--- config.mk ---
export PLATFORM = sky130hd
export DESIGN_NAME = uart_rx
export DESIGN_NICKNAME = d
export VERILOG_FILES = /design/src/rtl/uart_rx.sv
export SDC_FILE = /design/constraint.sdc
export NUM_CORES = 1
export LEC_CHECK = 0
export BUFFER_PORTS_ARGS = -buffer_cell sky130_fd_sc_hd__buf_2
export CAP_MARGIN = 20
export CELL_PAD_IN_SITES_DETAIL_PLACEMENT = 1
export CELL_PAD_IN_SITES_GLOBAL_PLACEMENT = 2
export CORE_MARGIN = 1
export CORE_UTILIZATION = 32
export DETAILED_ROUTE_END_ITERATION = 8
export PLACE_DENSITY = 0.74
export SLEW_MARGIN = 15
export SYNTH_ARGS = -nofsm -noshare
export SYNTH_HDL_FRONTEND = slang
export SYNTH_SLANG_ARGS = --single-unit
--- constraint.sdc ---
create_clock -name clk -period 2.32 [get_ports clk]
set_input_delay 0.116 -clock clk [delete_from_list [all_inputs] [get_ports clk]]
set_output_delay 0.116 -clock clk [all_outputs]
set_load 0.1 [all_outputs]
--- src/rtl/uart_rx.sv ---
// UART receive front-end: 2-flop synchroniser, internal oversampling tick, 8N1 framing with
// a valid/ready output. Define UART_RX_PARITY_EN to add an even-parity bit (8E1 framing).
module uart_rx #(
  parameter int unsigned CLK_FREQ   = 100000000,
  parameter int unsigned BAUD       = 9600,
  parameter int unsigned OVERSAMPLE = 16
) (
  input  logic       clk,
  input  logic       rst,
  input  logic       rxd,
  output logic [7:0] data,
  output logic       valid,
  input  logic       ready,
  output logic [7:0] word,
  output logic       busy,
  output logic       frame_err,
  output logic       overrun
);

  localparam int unsigned TICK_DIV = CLK_FREQ / (BAUD * OVERSAMPLE);
  localparam int unsigned DW = (TICK_DIV > 1) ? $clog2(TICK_DIV) : 1;
  localparam int unsigned TW = $clog2(OVERSAMPLE);

  typedef enum logic [2:0] {StIdle, StStart, StData, StParity, StStop, StBreak} state_e;

  state_e         state_q, state_d;
  logic           rxd_meta_q, rxd_s_q, rxd_prev_q;
  logic [DW-1:0]  div_q, div_d;
  logic [TW-1:0]  tcnt_q, tcnt_d;
  logic [2:0]     bit_idx_q, bit_idx_d;
  logic [7:0]     shift_q, shift_d;
  logic [7:0]     data_q, data_d, word_q, word_d;
  logic           valid_q, valid_d, busy_q, frame_err_q, frame_err_d, overrun_q, overrun_d;
  logic           tick, mid_start, bit_end;
`ifdef UART_RX_PARITY_EN
  logic           par_err_q, par_err_d;
`endif

  assign tick      = (div_q == DW'(TICK_DIV - 1));
  assign mid_start = tick && (tcnt_q == TW'(OVERSAMPLE / 2 - 1));
  assign bit_end   = tick && (tcnt_q == TW'(OVERSAMPLE - 1));

  always_comb begin
    state_d     = state_q;
    div_d       = tick ? '0 : div_q + 1'b1;
    tcnt_d      = tick ? tcnt_q + 1'b1 : tcnt_q;
    bit_idx_d   = bit_idx_q;
    shift_d     = shift_q;
    data_d      = data_q;
    valid_d     = valid_q;
    word_d      = word_q;
    frame_err_d = 1'b0;
    overrun_d   = overrun_q;
`ifdef UART_RX_PARITY_EN
    par_err_d   = par_err_q;
`endif
    // Accept is applied first so a same-cycle load below can refill the slot.
    if (valid_q && ready) begin
      valid_d = 1'b0;
      word_d  = data_q;
    end
    unique case (state_q)
      StIdle: begin
        if (rxd_prev_q && !rxd_s_q) begin
          tcnt_d  = '0;
          div_d   = '0;
          state_d = StStart;
        end
      end
      StStart: begin
        if (mid_start) begin
          if (!rxd_s_q) begin
            tcnt_d    = '0;
            bit_idx_d = '0;
            state_d   = StData;
          end else begin
            state_d = StIdle;
          end
        end
      end
      StData: begin
        if (bit_end) begin
          shift_d   = {rxd_s_q, shift_q[7:1]};
          bit_idx_d = bit_idx_q + 1'b1;
          if (bit_idx_q == 3'd7) begin
`ifdef UART_RX_PARITY_EN
            state_d = StParity;
`else
            state_d = StStop;
`endif
          end
        end
      end
      StParity: begin
`ifdef UART_RX_PARITY_EN
        if (bit_end) begin
          par_err_d = ^{shift_q, rxd_s_q};
          state_d   = StStop;
        end
`else
        state_d = StIdle;
`endif
      end
      StStop: begin
        if (bit_end) begin
`ifdef UART_RX_PARITY_EN
          if (par_err_q) begin
            frame_err_d = 1'b1;
            state_d     = rxd_s_q ? StIdle : StBreak;
          end else
`endif
          if (rxd_s_q) begin
            if (!valid_q || ready) begin
              data_d  = shift_q;
              valid_d = 1'b1;
            end else begin
              overrun_d = 1'b1;
            end
            state_d = StIdle;
          end else begin
            frame_err_d = 1'b1;
            state_d     = StBreak;
          end
        end
      end
      StBreak: begin
        if (rxd_s_q) state_d = StIdle;
      end
      default: state_d = StIdle;
    endcase
  end

  always_ff @(posedge clk) begin
    if (rst) begin
      state_q     <= StIdle;
      rxd_meta_q  <= 1'b1;
      rxd_s_q     <= 1'b1;
      rxd_prev_q  <= 1'b1;
      div_q       <= '0;
      tcnt_q      <= '0;
      bit_idx_q   <= '0;
      shift_q     <= '0;
      data_q      <= '0;
      valid_q     <= 1'b0;
      word_q      <= '0;
      busy_q      <= 1'b0;
      frame_err_q <= 1'b0;
      overrun_q   <= 1'b0;
`ifdef UART_RX_PARITY_EN
      par_err_q   <= 1'b0;
`endif
    end else begin
      state_q     <= state_d;
      rxd_meta_q  <= rxd;
      rxd_s_q     <= rxd_meta_q;
      rxd_prev_q  <= rxd_s_q;
      div_q       <= div_d;
      tcnt_q      <= tcnt_d;
      bit_idx_q   <= bit_idx_d;
      shift_q     <= shift_d;
      data_q      <= data_d;
      valid_q     <= valid_d;
      word_q      <= word_d;
      busy_q      <= (state_d != StIdle);
      frame_err_q <= frame_err_d;
      overrun_q   <= overrun_d;
`ifdef UART_RX_PARITY_EN
      par_err_q   <= par_err_d;
`endif
    end
  end

  assign data      = data_q;
  assign valid     = valid_q;
  assign word      = word_q;
  assign busy      = busy_q;
  assign frame_err = frame_err_q;
  assign overrun   = overrun_q;

endmodule

==> results of run 1 <==
registers in the layout, indices dropped and copies added (netlist names):
name        count
state_q         3
overrun         1
data            8
busy            1
rxd_s_q         1
valid           1
div_q          10
bit_idx_q       3
tcnt_q          4
rxd_meta_q      1
frame_err       1
rxd_prev_q      1
shift_q         8
word            8
cells in the final DEF (no fill, tap or decap), types with 2 or more instances in the layout:
master     n
nor2b_1    3
buf_2     23
or2_2      4
nand2_1   23
a31o_2     2
or4_4      2
ha_1       5
nor2_1    41
and3_1     5
buf_4      7
clkbuf_8   5
nor4_1     3
dfxtp_2    3
nand2b_1   2
mux2i_1   20
dfxtp_1   48
xor2_1     4
nand3_1   11
inv_1      3
nor3_1     3
xnor2_1    7
a21oi_1   11
power by group through the flow:
stage	clock network (mW)	registers (mW)	logic (mW)
2_1_floorplan	0	0.917	0.0316
3_3_place_gp	0	0.913	0.0538
3_5_place_dp	0	0.912	0.0535
4_1_cts	0.632	0.892	0.0551
5_1_grt	0.664	0.894	0.0607
6_report	0.603	0.892	0.0535
metal layers:
metal,GRT usage,up-vias,part of all wire
met2,0.222,32,0.45
met4,0.0517,0,0.014
li1,-,833,-
met3,0.0330,5,0.041
met5,0,-,0
met1,0.178,759,0.50
per-stage QoR:
step	power [mW]	hold WS (ps)	util	setup WS [ps]	instance area (um2)
3_3_place_gp	0.966	308	0.367	95.2	2320
5_1_grt	1.62	101	0.389	-58.3	2460
3_5_place_dp	0.966	305	0.367	62.8	2320
6_report	1.55	98.2	0.389	48.6	2460
4_1_cts	1.58	91.3	0.385	56.5	2430
2_1_floorplan	0.949	220	-	49.5	2090
how the worst max path moves through the flow:
stage               cells after the start    endpoint      from
CTS                                     4        busy  div_q[5]
floorplan                               5        busy  div_q[3]
global route                            5        busy  div_q[8]
detailed placement                      4        busy  div_q[5]
finish                                  5  shift_q[3]  div_q[8]
global placement                        4        busy  div_q[5]
cell usage after synthesis (all sizes together):
library cell,instances,area [um2]
nor4b,1,8.76
nand2,23,86.3
xnor2,7,61.3
nand3,11,55.1
nor4,4,40.0
a211oi,1,7.51
o32a,1,10.0
and4,1,8.76
nor3,3,15.0
nand2b,2,12.5
and2,1,6.26
o21a,1,7.51
nor2,41,154
or4,1,11.3
a31oi,1,6.26
a21oi,11,55.1
ha,5,62.6
o211ai,1,7.51
clkbuf,8,30.0
a2111oi,1,8.76
o21bai,1,7.51
xor2,4,35.0
nand4,1,6.26
o41ai,1,8.76
o21ai,1,5.00
or3,1,6.26
or4b,1,13.8
nor2b,3,18.8
mux2i,20,200
dfxtp,51,1020
a31o,2,17.5
buf,2,10.0
or3b,1,8.76
or2,4,25.0
inv,3,11.3
and3,5,31.3
worst max-delay path, delay by kind of cell (launching register included):
family,cells,cell delay (ps)
simple gates,4,1630
mux,1,190
flops,1,330
logic make-up after synthesis:
| group | Yosys count | synth area share |
|---|---|---|
| multiplexers | 20 | 0.0962 |
| XOR/XNOR | 11 | 0.0463 |
| AO/OA/AOI/OAI | 22 | 0.0680 |
| flip-flops | 51 | 0.491 |
| adder cells (fa/ha/maj) | 5 | 0.0301 |
| buffers and inverters | 13 | 0.0247 |
| AND/OR/NAND/NOR | 104 | 0.244 |
layout make-up:
class	instances	area, um2	share of cell area
clock buffers	5	68.8	0.0280
inverters	3	11.3	0.00458
well taps	77	96.3	0.0392
repair buffers	32	198	0.0805
clock inverters	2	37.5	0.0153
flip-flops and latches	51	1020	0.417
multi-input cells	163	1020	0.415
timing repair:
item                                    4_1_cts  5_1_grt
hold buffers                                  1        0
setup buffers                                 0        1
endpoints found under the setup margin        0        7
endpoints found under the hold margin         1        0
resized for setup                             0        4
==> reports/results.tsv, run 1 <==
metric	value	unit
Net Switching	0.333	mW
via count	1629	
Chip Width	82.6	um
Critical Path, Cell by Cell	or4b_4, or4_4, or2_2, mux2i_1, nor2_1	
initial antenna violation count	0	
FF-to-FF End	shift_q[3]	
Min Clock Period, post-route	2270	ps
crit start category	register	
Mapped Area	2080	um2
# port buffers	23	
fillers	744	
synthesis-stage register bit count	51	
worst-skew pair later-pin latency	300	ps
share of layout cells above drive strength 1	0.203	
CP required	2500	ps
reg2reg path depth	5	
pwr dens	630	nW/um2
Max Fanout on Critical Path	8	
nets	265	
relative slew slack	0.678	
LEAKAGE	0.995	nW
drt initial violations	113	
dpl cells	323	
Syn Nets	235	
clk_skew	10.3	ps
Max Slew Vio Count	0	
number of H-tree levels	2	
Final period util	0.979	
CTS Buf Count	5	
synthesized area per cell	9.21	um2
Yosys Warn Count	0	
CTS tree	done	
max_cap viols	0	
drt first pass iters	4	
final hold vios	0	
Gate power share	0.035	
critical path endpoint category	register	
slew of the pin with the lowest slew margin	476	ps
Setup Viol. Count Final	0	
dpl hpwl	3.04	mm
Internal Power	1.22	mW
Clock Power Share	0.389	
# IOs	24	
vias in the first global route	1497	
DRT antenna net count	0	
hold depth	2	
Layout area overhead	18.0	%
Starting Density	0.330	
CP Class	reg2reg	
Cell Count, Final, Fillers Out	333	
RR Startpoint	div_q[8]	
Hold Path Sink	overrun	
FF-to-FF setup slack	50	ps
DIE HEIGHT	82.6	um
GR Util All Layers	0.138	
wire length of the first global-routing pass	7.14	mm
largest net degree at the start of global routing	31	
start point of the worst hold path	rst	
Row Count	29	
Reg power frac	0.576	
unrepaired setup endpoints after global routing	true	
Post-Route WL	4.43	mm
hold crit path type	in2reg	
FMAX	0.440	GHz
Syn Inst Count	226	
switching share of total power	0.215	
DRC errors left	0	
outcome	finished clean	
clock buffer depth	2	
Clock Sinks	51	
Root Buffer	clkbuf_8	
Worst-path clk slew	90	ps
die area	6830	um2
critical path's largest stage delay	570	ps
core box area	6310	um2
DR WL/cell	13.3	um
Seq/Total Area, Yosys	0.491	
grt ovf	0	
CP max stage cell	or4b_4	
GP Congestion	0.776	
Max IR drop VDD	0.370	mV
vias per inst	4.89	
Final TNS setup	0	ps
Arr. time, crit path	2450	ps
diode count	0	
Synth cell types	37	
Power figures use the tool's default switching activity.
==> run 2: changes to the inputs <==
- clock period: 2.32 -> 1.9 ns (I/O delays scaled with it)
==> reports/results.tsv, run 2 (synthesis gave the netlist of run 1 again) <==
metric	value	unit
most common cell after layout, fill and taps aside	dfxtp_1	
start point of the worst hold path	rst	
share of layout cells above drive strength 1	0.269	
hold crit path type	in2reg	
die area	6830	um2
GP Congestion	0.729	
worst-skew pair later-pin latency	310	ps
via count	1723	
Tot Pwr	1.95	mW
nets	283	
Final TNS setup	-3500	ps
crit start category	register	
Setup Viol. Count Final	24	
Max IR drop VDD	0.378	mV
GR Util All Layers	0.147	
DIE HEIGHT	82.6	um
Worst-path clk slew	100	ps
# IOs	24	
Row Count	29	
vias per inst	4.89	
LEAKAGE	1.13	nW
Arr. time, crit path	2360	ps
crit path launch	div_q[8]	
outcome	finished, violations left	
critical path endpoint category	register	
Max Slew Vio Count	0	
fin util	0.422	
vias in the first global route	1583	
Post-Route WL	4.73	mm
Setup WS post-layout	-260	ps
Starting Density	0.330	
CTS Buf Count	5	
pwr dens	734	nW/um2
dpl cells	340	
RR Startpoint	div_q[8]	
Min Clock Period, post-route	2160	ps
Largest register FFs	10	
diode count	0	
core box area	6310	um2
wire length of the first global-routing pass	7.52	mm
largest net degree at the start of global routing	30	
slew of the pin with the lowest slew margin	489	ps
CP Class	reg2reg	
FMAX	0.463	GHz
DRT antenna net count	0	
initial antenna violation count	0	
Chip Width	82.6	um
number of H-tree levels	2	
DR WL/cell	13.4	um
Root Buffer	clkbuf_8	
Cell Count, Final, Fillers Out	352	
grt ovf	0	
CTS tree	done	
drt initial violations	82	
Biggest register	div_q	
commonest cells after routing, fill and taps aside	dfxtp_1, nor2_1, nand2_1, buf_2, buf_4	
failing checks	setup timing	
final hold vios	0	
Clock Sinks	51	
max_cap viols	0	
clk_skew	7.91	ps
drt first pass iters	4	
relative slew slack	0.676	
CP required	2100	ps
Layout area overhead	27.9	%
Max Fanout on Critical Path	5	
Final period util	1.14	
# port buffers	23	
dpl hpwl	3.25	mm
unrepaired setup endpoints after global routing	true	
clock buffer depth	2	
DRC errors left	0	
-- run 2: changes by cell type in the layout (fill, tap and decap cells not counted), sizes merged --
cell      delta
buf         +18
clkinv       +1
clkinvlp     -1
inv          +1
-- run 2: repair_timing --
item	in CTS	in global routing
cloned	1	0
gates resized for setup	8	4
hold endpoints to repair	1	0
pin swaps	4	5
hold buffers	1	0
setup endpoints to repair	23	29
buffers inserted	3	1
-- run 2: worst max-delay path: stages, from the launching register on --
cell and delay (ps):
dfxtp_2 330, or4b_4 550, or4_4 490, o32a_1 390, or3_1 300
-- run 2: layer usage --
layer / vias to the layer above / wire [um] / track usage
met5: - / 0 / 0
met4: 0 / 42 / 0.0500
met3: 4 / 145 / 0.0330
met2: 22 / 2330 / 0.245
met1: 832 / 2220 / 0.188
li1: 865 / - / -
-- run 2: layout make-up --
type | instances | area, um2
timing repair buffer | 50 | 349
clock buffer | 5 | 68.8
tap | 77 | 96.3
inverter | 3 | 11.3
multi-input combinational | 163 | 1070
fill | 771 | 3650
clock inverter | 3 | 47.5
sequential | 51 | 1020
-- run 2: report_power, final --
part	leakage, nW	switching, mW	internal [mW]
logic	0.663	0.0516	0.0344
clock network	0.0587	0.380	0.400
registers	0.413	0.00845	1.08
-- run 2: through the flow --
| step | hold slack [ps] | instance area, um2 | worst slack [ps] |
|---|---|---|---|
| after floorplan | 199 | 2100 | -288 |
| after global placement | 283 | 2460 | -239 |
| after detailed placement | 285 | 2460 | -283 |
| after CTS | 76.8 | 2650 | -263 |
| after global routing | 78.5 | 2660 | -307 |
| final | 78.2 | 2660 | -260 |
-- run 2: path summary, 6_finish.rpt --
kind              cells past startpoint       to  slack, ps
setup reg to reg                      4     busy       -260
hold / removal                        2  overrun         80
setup / recovery                      4     busy       -260
hold reg to reg                       1  rxd_s_q        430
